## config.mk

```make
export PLATFORM = sky130hd
export DESIGN_NAME = annunciator
export DESIGN_NICKNAME = d
export VERILOG_FILES = /design/src/rtl/annunciator.sv
export SDC_FILE = /design/constraint.sdc
export NUM_CORES = 1
export LEC_CHECK = 0
export CAP_MARGIN = 5
export CORE_MARGIN = 1
export CORE_UTILIZATION = 50
export DETAILED_ROUTE_END_ITERATION = 6
export GPL_ROUTABILITY_DRIVEN = 0
export MAX_ROUTING_LAYER = met4
export PLACE_DENSITY = 0.82
export SYNTH_ARGS = -nofsm -noshare
export SYNTH_HDL_FRONTEND = slang
export SYNTH_SLANG_ARGS = --single-unit
```

## constraint.sdc

```tcl
create_clock -name clk -period 2.4 [get_ports clk]
set_input_delay 0.36 -clock clk [delete_from_list [all_inputs] [get_ports clk]]
set_output_delay 0.36 -clock clk [all_outputs]
set_load 0.005 [all_outputs]
```

## src/rtl/annunciator.sv

```systemverilog
// annunciator: programmable tone speaker (off/continuous/pattern/burst) plus N blinking active-low LEDs.
// Ports: clk, reset (async active-high); spk_mode, tone_div, spk_pattern, burst_start, burst_len, mute,
// led_mode in; speaker, speaker_n, led_n, burst_busy, tick out.
// Optional ANNUNCIATOR_WARBLE_EN: during a burst the tone divisor alternates per tick between tone_div and tone_div>>1.
module annunciator #(
    parameter int TICK_DIV   = 4800000,
    parameter int N_LED      = 2,
    parameter int TONE_DIV_W = 16,
    parameter int PAT_LEN    = 8
) (
    input  logic                    clk,
    input  logic                    reset,
    input  logic [1:0]              spk_mode,
    input  logic [TONE_DIV_W-1:0]   tone_div,
    input  logic [PAT_LEN-1:0]      spk_pattern,
    input  logic                    burst_start,
    input  logic [7:0]              burst_len,
    input  logic                    mute,
    input  logic [2*N_LED-1:0]      led_mode,
    output logic                    speaker,
    output logic                    speaker_n,
    output logic [N_LED-1:0]        led_n,
    output logic                    burst_busy,
    output logic                    tick
);
    localparam int TW = $clog2(TICK_DIV);
    localparam int PW = $clog2(PAT_LEN);

    typedef enum logic {IDLE, BURST} state_t;

    state_t                  state, state_nxt;
    logic [7:0]              remaining;
    logic [TW-1:0]           tick_cnt;
    logic [TONE_DIV_W-1:0]   tone_cnt, div_q, eff_div;
    logic                    tone_sq, tone_wrap;
    logic [PW-1:0]           pat_idx;
    logic [1:0]              mode_q;
    logic [2:0]              blink_cnt;
    logic                    gate, spk_q, load, mode2_entry;
    logic [N_LED-1:0]        led_nxt;

    assign load        = (state == IDLE) && burst_start && (burst_len != 8'd0);
    assign mode2_entry = (spk_mode == 2'd2) && (mode_q != 2'd2);
    assign speaker     = spk_q;
    assign speaker_n   = ~spk_q;

`ifdef ANNUNCIATOR_WARBLE_EN
    logic warble;
    always_ff @(posedge clk or posedge reset)
        if (reset) warble <= 1'b0;
        else if (state == IDLE) warble <= 1'b0;
        else if (tick) warble <= ~warble;
    assign eff_div = (burst_busy && warble) ? (tone_div >> 1) : tone_div;
`else
    assign eff_div = tone_div;
`endif

    // A latched divisor of 0 means the generator is coming out of silence: load first, then count.
    assign tone_wrap = (div_q == '0) || (tone_cnt == div_q - 1'b1);

    always_ff @(posedge clk or posedge reset)
        if (reset) begin
            tone_cnt <= '0;
            div_q    <= '0;
            tone_sq  <= 1'b0;
        end else if (eff_div == '0) begin
            tone_cnt <= '0;
            div_q    <= '0;
            tone_sq  <= 1'b0;
        end else if (tone_wrap) begin
            tone_cnt <= '0;
            div_q    <= eff_div;
            tone_sq  <= tone_sq ^ (div_q != '0);
        end else begin
            tone_cnt <= tone_cnt + 1'b1;
        end

    always_ff @(posedge clk or posedge reset)
        if (reset) begin
            state     <= IDLE;
            remaining <= 8'd0;
        end else begin
            state     <= state_nxt;
            remaining <= load ? burst_len : (state == BURST && tick) ? remaining - 8'd1 : remaining;
        end

    always_comb begin
        state_nxt = state;
        state_nxt = (state == IDLE) ? (load ? BURST : IDLE) : ((tick && remaining == 8'd1) ? IDLE : BURST);
    end

    always_comb begin
        burst_busy = 1'b0;
        burst_busy = (state == BURST);
    end

    always_comb begin
        gate = 1'b0;
        gate = (spk_mode == 2'd0) ? 1'b0 :
               (spk_mode == 2'd1) ? 1'b1 :
               (spk_mode == 2'd2) ? spk_pattern[pat_idx] : burst_busy;
    end

    // Mode bits per channel: 00 off, 01 on, 10 slow (blink bit 2), 11 fast (blink bit 0).
    always_comb begin
        led_nxt = '1;
        for (int i = 0; i < N_LED; i++)
            led_nxt[i] = led_mode[2*i+1] ? ~blink_cnt[led_mode[2*i] ? 0 : 2] : ~led_mode[2*i];
    end

    always_ff @(posedge clk or posedge reset)
        if (reset) begin
            tick_cnt  <= '0;
            tick      <= 1'b0;
            pat_idx   <= '0;
            mode_q    <= 2'd0;
            blink_cnt <= 3'd0;
            spk_q     <= 1'b0;
            led_n     <= '1;
        end else begin
            tick_cnt  <= (tick_cnt == TW'(TICK_DIV - 1)) ? '0 : tick_cnt + 1'b1;
            tick      <= (tick_cnt == TW'(TICK_DIV - 1));
            pat_idx   <= mode2_entry ? '0 : !tick ? pat_idx : (pat_idx == PW'(PAT_LEN - 1)) ? '0 : pat_idx + 1'b1;
            mode_q    <= spk_mode;
            blink_cnt <= tick ? blink_cnt + 3'd1 : blink_cnt;
            spk_q     <= tone_sq & gate & ~mute;
            led_n     <= led_nxt;
        end
endmodule

```

==> results.sh, run 1 <==
export IMPL_yosysWarnings=0
export IMPL_synth_ff_type="dfrtp_1"
export IMPL_setup_viol_count_final=33
export IMPL_hold_slack_ns=0.405
export IMPL_slowest_stage="or4_4"
export IMPL_via_per_inst=6.02
export IMPL_clockBufferDepth=2
export IMPL_combPwrFrac=0.114
export IMPL_drcViolationCount=0
export IMPL_finalMaxSlewViolations=0
export IMPL_grt_pass1_wl_um=17100
export IMPL_status="finished, violations left"
export IMPL_placed_area_um2=4920
export IMPL_antenna_found_initial=0
export IMPL_nets=547
export IMPL_path_clk_slew_ns=0.08
export IMPL_diodes=0
export IMPL_root_buffer="clkbuf_8"
export IMPL_critPathBufInv=2
export IMPL_dp_hpwl_um=6660
export IMPL_portBuffers=47
export IMPL_slowest_delay_ns=0.62
export IMPL_yosys_area_top_type="dfrtp_1"
export IMPL_num_fill_cells=570
export IMPL_finalCriticalPeriod_ns=2.69
export IMPL_grt_max_degree=78
export IMPL_share_seq_of_total_power=0.497
export IMPL_synthTopCellsByCount="dfrtp_1 (75), nor2_1 (44), nand2_1 (29), xor2_1 (29), xnor2_1 (28)"
export IMPL_p_int_mw=2.14
export IMPL_finClkSkew_ns=0.0150
export IMPL_switchingPower_uw=705
export IMPL_maxCapViolations=0
export IMPL_cp_depth=9
export IMPL_syn_area_per_cell_um2=9.97
export IMPL_p_leak_nw=2.34
export IMPL_dr_pass1_iters=5
export IMPL_core_area_um2=7850
export IMPL_reg2regPathDepth=9
export IMPL_violations="negative setup slack"
export IMPL_syn_to_final_growth_pct=29.8
export IMPL_fp_dieW_um=92.7
export IMPL_min_period_over_period=1.12
export IMPL_slew_headroom=0.586
export IMPL_start_util=0.525
export IMPL_htree_levels=3
export IMPL_clkPwrFrac=0.389
export IMPL_netlist_area_leader_share=0.456
export IMPL_tightest_slew_ns=0.621
export IMPL_fmax_mhz=371
export IMPL_gr_total_overflow=0
export IMPL_crit_arrival_ns=2.94
export IMPL_synthesis_area_um2=4120
export IMPL_hold_violations=0
export IMPL_layout_drive_gt1_share=0.190
export IMPL_numCtsBuffers=9
export IMPL_synth_most_common_cell="dfrtp_1"
export IMPL_seq_area_frac_synth=0.469
export IMPL_p_sw_frac=0.248
export IMPL_critical_path_class="register to register"
export IMPL_grt_pass1_vias=3628
export IMPL_numClockSinks=77
export IMPL_wl_per_cell_um=17.7
export IMPL_clock_latency_ns=0.36
export IMPL_track_usage=0.264
export IMPL_synthTopCellsByArea="dfrtp_1 (46%), xor2_1 (6.2%), xnor2_1 (6.0%)"
export IMPL_ioPinCount=48
export IMPL_drtIter0Drc=248
export IMPL_peakVddDrop_mv=0.299
export IMPL_chipHeight_um=92.7
export IMPL_worst_slack_ns=-0.295
export IMPL_yosysUniqueCellTypes=55
export IMPL_grt_setup_unrepaired="yes"
export IMPL_design_area_um2=5340
export IMPL_drtAntennaViolNets=0
export IMPL_rows=32
export IMPL_cts_tree="built"
export IMPL_dieArea_um2=8600
export IMPL_netlist_instances=413
export IMPL_cp_top_family="simple AND/OR/NAND/NOR gates"
export IMPL_final_util=0.681
export IMPL_critPathMaxFanout=7
export IMPL_critPathCaptureType="register"
export IMPL_syn_nets=464
export IMPL_synth_edf_count=0
export IMPL_start_kind="register"
export IMPL_min_path_type="primary input to async pin"
export IMPL_synth_seq_cells=77
export IMPL_wirelength_um=10700
export IMPL_cpMostUsedCell="buf_6"
export IMPL_cp_required_ns=2.65
export IMPL_async_flop_share=1.00
export IMPL_p_per_area_nw_per_um2=533
export IMPL_crit_chain="or4_4, o32ai_4, o311a_1, nand4_1, nor4_4, buf_6, or3_4, buf_6, nor2_1"
export IMPL_routed_via_count=3631
[state kept, by name, indices dropped and copies added, names as in the netlist]
signal,flops
div_q,16
burst_busy,1
led_n,2
remaining,8
blink_cnt,3
mode_q,2
tone_cnt,16
tick,1
tone_sq,1
pat_idx,3
tick_cnt,23
speaker,1
[metrics by stage]
step	worst slack (ns)	instances	power [mW]	TNS [ns]
final	-0.295	603	2.85	-8.39
after global placement	-0.153	579	1.71	-4.31
after global routing	-0.336	603	2.96	-10.23
after floorplan	-0.142	413	1.58	-2.64
after CTS	-0.152	603	2.84	-4.38
after detailed placement	-0.236	579	1.72	-7.02
[worst reg2reg max path, delay by kind of cell (launching register included)]
| kind | cells | cell delay, ns |
|---|---|---|
| compound gates | 2 | 0.51 |
| buf+inv | 2 | 0.32 |
| flops | 1 | 0.43 |
| simple gates | 5 | 1.31 |
[cells by family after synthesis]
group	count (synthesis)	synth area share
AO/OA/AOI/OAI	72	0.116
XOR/XNOR	57	0.121
adder cells (fa/ha/maj)	9	0.0274
buffers and inverters	28	0.0328
flip-flops	77	0.469
multiplexers	7	0.0237
AND/OR/NAND/NOR	163	0.210
[power by group through the flow]
| stage | Sequential, mW | Combinational, mW | Clock (mW) |
|---|---|---|---|
| final | 1.42 | 0.325 | 1.11 |
| after global routing | 1.42 | 0.354 | 1.18 |
| after CTS | 1.41 | 0.314 | 1.12 |
| after detailed placement | 1.43 | 0.291 | 0 |
| after global placement | 1.43 | 0.282 | 0 |
| after floorplan | 1.40 | 0.181 | 0 |
[final cells by class]
class                           instances  area (um2)  share of cell area
Clock buffer                           10         138              0.0258
Clock inverter                          6        86.3              0.0162
Inverter                               14        55.1              0.0103
Multi-Input combinational cell        309        2210               0.413
Sequential cell                        77        1930               0.361
Tap cell                              102         128              0.0239
Timing Repair Buffer                   85         798               0.149
[metal layers]
| metal | wire length [um] | global-route usage | up-vias |
|---|---|---|---|
| li1 | - | - | 1629 |
| met1 | 4210 | 0.319 | 1776 |
| met2 | 5390 | 0.424 | 177 |
| met3 | 670 | 0.0460 | 49 |
| met4 | 415 | 0.141 | 0 |
| met5 | 0 | - | - |
[placed cells by master, fill, tap and decap left out, types with 3 or more instances in the layout]
master            n
nand2_1          29
nand4_1           6
ha_1              8
nand3_1          19
a21o_1            3
a221o_1           3
nand2b_1          3
and3_1           12
nor3_1            6
mux2i_1           3
clkbuf_8         10
a22oi_1           3
nor2b_1           3
dfrtp_1          75
a21oi_1           8
o21ai_2           3
o21ai_0          19
buf_6             8
buf_4            29
nor2_2            4
xnor2_1          28
o31ai_1           6
xor2_1           29
clkdlybuf4s50_1  47
nor4_1           10
o211ai_1          3
nor2_1           42
a22o_1            4
o21ai_1           7
or3_1             3
inv_1            11
nand2b_4          3
[what timing repair did]
item                       in CTS  in global routing
cloned                          3                  0
resized for setup              21                 15
hold buffers                    0                  0
buffers inserted                5                  0
setup endpoints to repair      33                 34
pin swaps                      11                  8
[final timing paths]
kind                            slack [ns]           end        start
worst max-delay path                 -0.29   tone_cnt[9]     div_q[1]
worst min-delay path                  0.40  remaining[1]        reset
worst max register to register       -0.29   tone_cnt[9]     div_q[1]
worst min register to register        0.45   tick_cnt[0]  tick_cnt[0]
max in group asynchronous             1.67      led_n[1]        reset
min in group clk                      0.45   tick_cnt[0]  tick_cnt[0]
(Power assumes the default switching activity.)
==> run 2, diff against run 1 <==
--- a/config.mk
+++ b/config.mk
@@ -8,10 +8,11 @@
 export CAP_MARGIN = 5
 export CORE_MARGIN = 1
 export CORE_UTILIZATION = 50
+export CTS_CLUSTER_SIZE = 10
 export DETAILED_ROUTE_END_ITERATION = 6
 export GPL_ROUTABILITY_DRIVEN = 0
 export MAX_ROUTING_LAYER = met4
-export PLACE_DENSITY = 0.82
+export PLACE_DENSITY = 0.79
 export SYNTH_ARGS = -nofsm -noshare
 export SYNTH_HDL_FRONTEND = slang
 export SYNTH_SLANG_ARGS = --single-unit
==> constraint.sdc (replaced) <==
create_clock -name clk -period 3.1 [get_ports clk]
set_input_delay 0.465 -clock clk [delete_from_list [all_inputs] [get_ports clk]]
set_output_delay 0.465 -clock clk [all_outputs]
set_load 0.005 [all_outputs]
==> results.sh, run 2 (synthesis gave the netlist of run 1 again) <==
export IMPL_finalCriticalPeriod_ns=2.98
export IMPL_drtIter0Drc=145
export IMPL_min_period_over_period=0.961
export IMPL_power_mw=2.14
export IMPL_worst_slack_ns=0.120
export IMPL_grt_pass1_wl_um=15000
export IMPL_p_leak_nw=2.16
export IMPL_largest_reg_flops=23
export IMPL_fmax_mhz=336
export IMPL_combPwrFrac=0.099
export IMPL_tightest_slew_ns=0.824
export IMPL_gr_total_overflow=0
export IMPL_drcViolationCount=0
export IMPL_antenna_found_initial=0
export IMPL_cts_tree="built"
export IMPL_chipHeight_um=92.7
export IMPL_grt_pass1_vias=3298
export IMPL_top_regs="tick_cnt: 23 flops, div_q: 16 flops, tone_cnt: 16 flops"
export IMPL_p_sw_frac=0.246
export IMPL_rows=32
export IMPL_finClkSkew_ns=0.00923
export IMPL_hold_violations=0
export IMPL_cp_startpoint="div_q[2]"
export IMPL_diodes=0
export IMPL_clockBufferDepth=2
export IMPL_drtAntennaViolNets=0
export IMPL_critPathMaxFanout=11
export IMPL_final_cell_mix="dfrtp_1 (75), clkdlybuf4s50_1 (47), nor2_1 (44)"
export IMPL_design_area_um2=4940
export IMPL_start_util=0.525
export IMPL_rr_startpoint="div_q[2]"
export IMPL_critical_path_class="register to register"
export IMPL_fp_dieW_um=92.7
export IMPL_p_int_mw=1.61
export IMPL_p_per_area_nw_per_um2=432
export IMPL_nets=518
export IMPL_top_register="tick_cnt"
export IMPL_crit_arrival_ns=3.20
export IMPL_path_clk_slew_ns=0.08
export IMPL_htree_levels=3
export IMPL_final_common_cell="dfrtp_1"
export IMPL_wl_per_cell_um=15.4
export IMPL_status="complete, no violations"
export IMPL_layoutNonFillerInstCount=574
export IMPL_min_from="tick_cnt[0]"
export IMPL_share_seq_of_total_power=0.511
export IMPL_start_kind="register"
export IMPL_layout_drive_gt1_share=0.0911
export IMPL_wirelength_um=8830
export IMPL_place_inst=556
export IMPL_cp_required_ns=3.32
export IMPL_switchingPower_uw=526
export IMPL_clock_latency_ns=0.35
export IMPL_finalMaxSlewViolations=0
export IMPL_post_cts_resized=0
export IMPL_syn_to_final_growth_pct=20.0
export IMPL_ioPinCount=48
export IMPL_via_per_inst=5.71
export IMPL_dr_pass1_iters=5
export IMPL_routed_via_count=3278
export IMPL_grt_max_degree=78
export IMPL_track_usage=0.228
export IMPL_dp_hpwl_um=6280
export IMPL_slew_headroom=0.446
export IMPL_placed_area_um2=4710
export IMPL_critPathCaptureType="register"
export IMPL_dp_slack_ns=0.129
export IMPL_setup_viol_count_final=0
export IMPL_dieArea_um2=8600
export IMPL_min_path_type="register to register"
export IMPL_root_buffer="clkbuf_8"
export IMPL_portBuffers=47
export IMPL_core_area_um2=7850
export IMPL_maxCapViolations=0
export IMPL_tns_ns=0
export IMPL_numCtsBuffers=9
export IMPL_peakVddDrop_mv=0.267
export IMPL_numClockSinks=77
export IMPL_clkPwrFrac=0.390
-- run 2: path summary, 6_finish.rpt --
| kind | endpoint | slack (ns) | cells after the start |
|---|---|---|---|
| max | div_q[8] | 0.12 | 8 |
| max in group asynchronous | led_n[0] | 2.24 | 3 |
| max reg2reg | div_q[8] | 0.12 | 8 |
| min reg2reg | tick_cnt[0] | 0.46 | 1 |
| min in group asynchronous | blink_cnt[0] | 0.52 | 3 |
| min | tick_cnt[0] | 0.46 | 1 |
-- run 2: per-stage QoR --
| stage | hold slack (ns) | util |
|---|---|---|
| finish | 0.462 | 0.630 |
| global route | 0.507 | 0.630 |
| CTS | 0.467 | 0.628 |
| detailed placement | 0.455 | 0.600 |
| global placement | 0.440 | 0.600 |
| floorplan | 0.425 | - |
-- run 2: layer usage --
| layer | GRT usage | part of all wire | vias up |
|---|---|---|---|
| met2 | 0.361 | 0.48 | 96 |
| met3 | 0.0369 | 0.048 | 19 |
| met4 | 0.110 | 0.021 | 0 |
| met1 | 0.287 | 0.45 | 1587 |
| met5 | - | 0 | - |
| li1 | - | - | 1576 |
-- run 2: power groups by stage --
| stage | clock, mW | sequential, mW | combinational (mW) |
|---|---|---|---|
| floorplan | 0 | 1.08 | 0.137 |
| global placement | 0 | 1.11 | 0.206 |
| detailed placement | 0 | 1.11 | 0.211 |
| CTS | 0.851 | 1.09 | 0.212 |
| global route | 0.899 | 1.10 | 0.231 |
| finish | 0.833 | 1.09 | 0.211 |
-- run 2: final cells by class --
class	instances	area (um2)
multi-input combinational	308	2060
clock buffer	10	128
tap	102	128
clock inverter	6	87.6
sequential	77	1930
timing repair buffer	57	558
fill	664	2910
inverter	14	52.6
-- run 2: repair_timing --
action,4_1_cts,5_1_grt
hold endpoints to repair,0,0
setup buffers,0,2
hold buffers,0,0
setup endpoints to repair,0,20
-- run 2: worst max-delay path, cell delays in order, from the launching register on --
cell and delay, ns:
dfrtp_1 0.46, or4_1 0.73, o32ai_1 0.34, o311a_1 0.21
nand4_1 0.15, nor4_4 0.50, nand2b_1 0.18, buf_4 0.18
o31ai_1 0.10
